### src/rtl/systolic_skew_feeder_if.sv
// rtl/systolic_skew_feeder_if.sv - handshake/data bundle between the upstream source, the skew feeder and the PE array edge
// The o_bubbles member exists only when SKEW_FEEDER_STATS_EN is defined.
interface systolic_skew_feeder_if #(
    parameter int W  = 16,
    parameter int N  = 4,
    parameter int KW = 8
);
    logic          i_start;
    logic [KW-1:0] i_k;
    logic          i_mode;
    logic          i_valid;
    logic          o_ready;
    logic [N*W-1:0] i_data;
    logic [N*W-1:0] o_lane;
    logic          o_en;
    logic          o_mode;
    logic          o_busy;
    logic          o_done;
    logic          i_ack;
`ifdef SKEW_FEEDER_STATS_EN
    logic [KW-1:0] o_bubbles;

    modport master (
        output i_start, i_k, i_mode, i_valid, i_data, i_ack,
        input  o_ready, o_lane, o_en, o_mode, o_busy, o_done, o_bubbles
    );
    modport slave (
        input  i_start, i_k, i_mode, i_valid, i_data, i_ack,
        output o_ready, o_lane, o_en, o_mode, o_busy, o_done, o_bubbles
    );
`else
    modport master (
        output i_start, i_k, i_mode, i_valid, i_data, i_ack,
        input  o_ready, o_lane, o_en, o_mode, o_busy, o_done
    );
    modport slave (
        input  i_start, i_k, i_mode, i_valid, i_data, i_ack,
        output o_ready, o_lane, o_en, o_mode, o_busy, o_done
    );
`endif
endinterface

### src/rtl/systolic_skew_feeder.sv
// rtl/systolic_skew_feeder.sv - diagonal-skew operand feeder for one edge of an NxN systolic array
// Optional SKEW_FEEDER_STATS_EN adds the saturating o_bubbles counter.
module systolic_skew_feeder #(
    parameter int W  = 16,
    parameter int N  = 4,
    parameter int KW = 8
) (
    input  logic                  i_clk,
    input  logic                  i_rst,
    systolic_skew_feeder_if.slave bus
);
    localparam int FW = (2 * N > 2) ? $clog2(2 * N) : 1;

    typedef enum logic [1:0] {IDLE, LOAD, FLUSH, HOLD} state_t;

    state_t         state;
    state_t         state_nxt;
    logic [KW-1:0]  k_q;
    logic [KW-1:0]  count;
    logic [FW-1:0]  flush_cnt;
    logic           mode_q;
    logic           start_ok;
    logic           accept;
    logic [N*W-1:0] push_vec;
    logic [N*W-1:0] lane_q;

    always_ff @(posedge i_clk) begin
        if (i_rst) begin
            state     <= IDLE;
            k_q       <= '0;
            count     <= '0;
            flush_cnt <= '0;
            mode_q    <= 1'b0;
        end else begin
            state <= state_nxt;
            if (start_ok) begin
                k_q    <= bus.i_k;
                mode_q <= bus.i_mode;
                count  <= '0;
            end else if (accept) begin
                count <= count + 1'b1;
            end
            if (state == FLUSH) flush_cnt <= flush_cnt + 1'b1;
            else                flush_cnt <= '0;
        end
    end

    always_comb begin
        state_nxt = state;
        start_ok  = 1'b0;
        accept    = 1'b0;
        case (state)
            IDLE: begin
                if (bus.i_start && (bus.i_k != '0)) begin
                    start_ok  = 1'b1;
                    state_nxt = LOAD;
                end
            end
            LOAD: begin
                accept = bus.i_valid;
                if (accept && (count == k_q - 1'b1)) state_nxt = FLUSH;
            end
            FLUSH: begin
                // 2N-1 zero cycles carry the last wavefront into PE[N-1][N-1]'s input register
                if (flush_cnt == FW'(2 * N - 2)) state_nxt = HOLD;
            end
            HOLD: begin
                if (bus.i_ack) state_nxt = IDLE;
            end
            default: state_nxt = IDLE;
        endcase
    end

    // Bubbles and flush both push zeros; PEs stay enabled since zero operands leave sums intact
    assign push_vec = accept ? bus.i_data : '0;

    for (genvar j = 0; j < N; j++) begin : g_lane
        logic [W-1:0] sr [0:j];

        always_ff @(posedge i_clk) begin
            if (i_rst) begin
                for (int s = 0; s <= j; s++) sr[s] <= '0;
            end else begin
                sr[0] <= push_vec[j*W +: W];
                for (int s = 1; s <= j; s++) sr[s] <= sr[s-1];
            end
        end

        assign lane_q[j*W +: W] = sr[j];
    end

    assign bus.o_lane  = lane_q;
    assign bus.o_ready = (state == LOAD);
    assign bus.o_en    = (state != IDLE);
    assign bus.o_busy  = (state != IDLE);
    assign bus.o_done  = (state == HOLD);
    assign bus.o_mode  = mode_q;

`ifdef SKEW_FEEDER_STATS_EN
    logic [KW-1:0] bubbles;

    always_ff @(posedge i_clk) begin
        if (i_rst || start_ok) begin
            bubbles <= '0;
        end else if ((state == LOAD) && !accept && (bubbles != '1)) begin
            bubbles <= bubbles + 1'b1;
        end
    end

    assign bus.o_bubbles = bubbles;
`endif
endmodule

### src/flat_wrapper.sv
// flat-port wrapper written by rule: the top's interface ports become plain ports
module systolic_skew_feeder_flat 
#(
    parameter int W  = 16,
    parameter int N  = 4,
    parameter int KW = 8
)
  (i_clk, i_rst, bus_i_start, bus_i_k, bus_i_mode, bus_i_valid, bus_i_data, bus_i_ack, bus_o_ready, bus_o_lane, bus_o_en, bus_o_mode, bus_o_busy, bus_o_done);
  systolic_skew_feeder_if #(.W(W), .N(N), .KW(KW)) bus_i ();
  input  logic i_clk;
  input  logic i_rst;
  input wire logic [$bits(bus_i.i_start)-1:0] bus_i_start;
  input wire logic [$bits(bus_i.i_k)-1:0] bus_i_k;
  input wire logic [$bits(bus_i.i_mode)-1:0] bus_i_mode;
  input wire logic [$bits(bus_i.i_valid)-1:0] bus_i_valid;
  input wire logic [$bits(bus_i.i_data)-1:0] bus_i_data;
  input wire logic [$bits(bus_i.i_ack)-1:0] bus_i_ack;
  output wire logic [$bits(bus_i.o_ready)-1:0] bus_o_ready;
  output wire logic [$bits(bus_i.o_lane)-1:0] bus_o_lane;
  output wire logic [$bits(bus_i.o_en)-1:0] bus_o_en;
  output wire logic [$bits(bus_i.o_mode)-1:0] bus_o_mode;
  output wire logic [$bits(bus_i.o_busy)-1:0] bus_o_busy;
  output wire logic [$bits(bus_i.o_done)-1:0] bus_o_done;
  assign bus_i.i_start = bus_i_start;
  assign bus_i.i_k = bus_i_k;
  assign bus_i.i_mode = bus_i_mode;
  assign bus_i.i_valid = bus_i_valid;
  assign bus_i.i_data = bus_i_data;
  assign bus_i.i_ack = bus_i_ack;
  assign bus_o_ready = bus_i.o_ready;
  assign bus_o_lane = bus_i.o_lane;
  assign bus_o_en = bus_i.o_en;
  assign bus_o_mode = bus_i.o_mode;
  assign bus_o_busy = bus_i.o_busy;
  assign bus_o_done = bus_i.o_done;
  systolic_skew_feeder #(.W(W), .N(N), .KW(KW)) u_core (.i_clk(i_clk), .i_rst(i_rst), .bus(bus_i));
endmodule
### config.mk
export PLATFORM = sky130hd
export DESIGN_NAME = systolic_skew_feeder_flat
export DESIGN_NICKNAME = d
export VERILOG_FILES = /design/src/rtl/systolic_skew_feeder_if.sv /design/src/rtl/systolic_skew_feeder.sv /design/src/flat_wrapper.sv
export SDC_FILE = /design/constraint.sdc
export NUM_CORES = 1
export LEC_CHECK = 0
export CAP_MARGIN = 10
export CORE_ASPECT_RATIO = 2
export CORE_MARGIN = 3
export CORE_UTILIZATION = 54
export CTS_BUF_LIST = sky130_fd_sc_hd__clkbuf_8
export CTS_CLUSTER_DIAMETER = 150
export CTS_CLUSTER_SIZE = 10
export DETAILED_ROUTE_END_ITERATION = 10
export PLACE_DENSITY_LB_ADDON = 0.15
export RECOVER_POWER = 50
export SYNTH_ARGS = -nofsm -noshare
export SYNTH_HDL_FRONTEND = slang
export SYNTH_SLANG_ARGS = --single-unit
### constraint.sdc
create_clock -name i_clk -period 3.27 [get_ports i_clk]
set_clock_uncertainty 0.1 [all_clocks]
set_input_delay 0.654 -clock i_clk [delete_from_list [all_inputs] [get_ports i_clk]]
set_output_delay 0.654 -clock i_clk [all_outputs]
set_load 0.02 [all_outputs]
==> flow_summary_export.csv <==
group,metric,value,unit
run_status,outcome,"completed",
synthesis,synth-edff-count,0,
sta,maxSlewViolCount,0,
place,dpl_cell_area,7130,sq um
worst_setup_path,crit_type,"flip-flop to primary output",
synthesis,seq_area_frac_synth,62.5,%
worst_setup_path,worstPathRequired,2.52,ns
sta,tightest_slew,1.25,ns
worst_hold_path,worstHoldPathType,"flip-flop to flip-flop",
sta,period_share,84.9,%
worst_setup_path,start_kind,"flip-flop",
clock_network,cts.sinks,182,
worst_setup_path,arrival,2.02,ns
die,core_area,10500,sq um
worst_setup_path,max_stage_delay,0.62,ns
die,start_util,55.3,%
place,place.gp.congestion,0.806,
place,dp_hpwl,7250,um
synthesis,synth_ff_type,"dfxtp_1",
worst_setup_path,crit_buf_inv,3,
route,ant_nets,0,
worst_setup_path,critical_path.cell_chain,"inv_1 -> ha_1 -> inv_1 -> clkdlybuf4s50_1",
route,wirelength,10400,um
power,ir_drop,508,uV
worst_setup_path,cp_common_cell,"inv_1",
die,rows,53,
die,die_w,79.5,um
die,fp.dieH,153,um
synthesis,synthTopCellsByCount,"dfxtp_1, nor2b_1, and3_1, buf_4, clkbuf_1",
synthesis,synthCells,535,
clock_network,ctsHoldBuffers,0,
global_routing,grt_max_degree,70,
clock_network,post_cts_buffers,0,
power,p_leak,3.15,nW
synthesis,syn_area,5830,sq um
final_layout,layout.nets,727,
sta,rsz0062_at_grt,"false",
clock_network,cts_resized,0,
final_layout,postLayoutCellArea,7490,sq um
worst_setup_path,path_max_fanout,11,
clock_network,clk_pin_slew_worst_paths,0.09,ns
worst_setup_path,crit_path_end_kind,"primary output",
route,drtPass1Iterations,4,
sta,maxSlewHeadroom,16.7,%
synthesis,synthArstFlopShare,0,%
synthesis,yosysTopAreaCell,"dfxtp_1",
global_routing,grt_pass1_wl,17000,um
place,port_buffers,146,
synthesis,synth_top_area_share,62.5,%
final_layout,drive_gt1_share,5.96,%
clock_network,clkLatencyLatePin,0.43,ns
die,dieArea,12200,sq um
sta,max_freq,0.360,GHz
clock_network,cts_made_buffers,17,
sta,min_period,2.78,ns
sta,setup_tns,0,ns
run,maxCapViolCount,0,
sta,hold_viol,0,
synthesis,ys_types,39,
clock_network,clock-root-buffer,"clkbuf_8",
sta,setup_viol,0,
route,drc,0,
power,p_per_area,605,nW/um^2
worst_setup_path,cp_slowest_cell,"clkdlybuf4s50_1",
synthesis,synth_most_common_cell,"dfxtp_1",
clock_network,cts_htree_levels,4,
route,via_per_inst,4.83,
clock_network,cts_tree,"built",
global_routing,overflow,0,
final_layout,antenna_cells,0,
synthesis,syn-num-nets,621,
synthesis,avgSynthCellArea,10.9,sq um
final_layout,final_cell_count_no_fill,791,
place,placed_cells_incl_taps,759,
global_routing,grt_pass1_vias,3784,
synthesis,synth_warnings,0,
synthesis,synthTopCellsByArea,"dfxtp_1, nor2b_1, and3_1",
global_routing,antenna_found_initial,0,
final_layout,area_growth,28.5,%
route,num_vias,3818,
route,wl_per_cell,13.2,um
clock_network,clockBufferDepth,2,
route,first_iter_violations,127,
synthesis,ys_ff_latch,182,
worst_setup_path,crit_family,"buffers and inverters",
global_routing,grt_usage,17.7,%
die,ios,147,
-- layout by cell type, fill, tap and decap left out, types with 4 or more instances in the layout --
cell	count
o211ai_1	4
nand2_1	17
ha_1	8
a21oi_1	13
xnor2_1	5
dfxtp_1	182
clkdlybuf4s50_1	145
xor2_1	10
inv_1	13
nand3_1	13
clkinvlp_4	4
clkbuf_8	18
nor2b_1	96
nor2_1	14
and3_1	65
-- area by class of cell --
class / instances / area [sq um]
clock inverters: 14 / 123
inverters: 11 / 41.3
repair buffers: 150 / 1480
well taps: 137 / 171
fillers: 795 / 3050
multi-input cells: 279 / 1780
clock buffers: 18 / 248
flip-flops and latches: 182 / 3640
-- where the power goes --
part / switching [mW] / internal (mW)
Clock: 0.789 / 0.568
Sequential: 0.0601 / 2.34
Combinational: 0.417 / 0.360
Total: 1.27 / 3.27
-- worst paths after layout --
kind,end,cells after the start,startpoint,slack [ns]
hold reg to reg,u_core.g_lane[3].sr[2][9],1,u_core.g_lane[3].sr[1][9],0.34
setup / recovery,bus_o_busy,4,u_core.state[0],0.49
hold / removal,u_core.g_lane[3].sr[2][9],1,u_core.g_lane[3].sr[1][9],0.34
setup reg to reg,u_core.state[0],8,u_core.k_q[0],0.70
-- routing by layer --
metal,part of all wire (%),GRT usage (%)
met1,38,18.6
met2,52,31.1
met3,7.9,6.19
met4,1.8,7.38
met5,0,0
-- registers in the layout, summed over array words and instances (netlist names) --
register and count:
u_core.g_lane.sr 160, u_core.count 8, u_core.k_q 8, u_core.flush_cnt 3, u_core.state 2, u_core.bus.o_mode 1
-- cells by family after synthesis --
group / after synthesis / share of synthesized area (%)
simple gates: 223 / 22.4
flops: 182 / 62.5
buf+inv: 74 / 6.91
compound gates: 31 / 3.63
xor+xnor: 16 / 2.64
fa+ha+maj: 8 / 1.72
mux: 1 / 0.172
-- metrics by stage --
stage                     setup WS, ns  hold WS, ns  power [mW]  util [%]
after CTS                        0.462        0.339        4.59      71.1
after global routing             0.330        0.348        4.76      71.1
after floorplan                   1.11        0.314        2.94         -
after detailed placement         0.660        0.320        3.22      67.6
after global placement           0.735        0.316        3.18      67.6
final                            0.494        0.337        4.53      71.1
(Power assumes the default switching activity.)
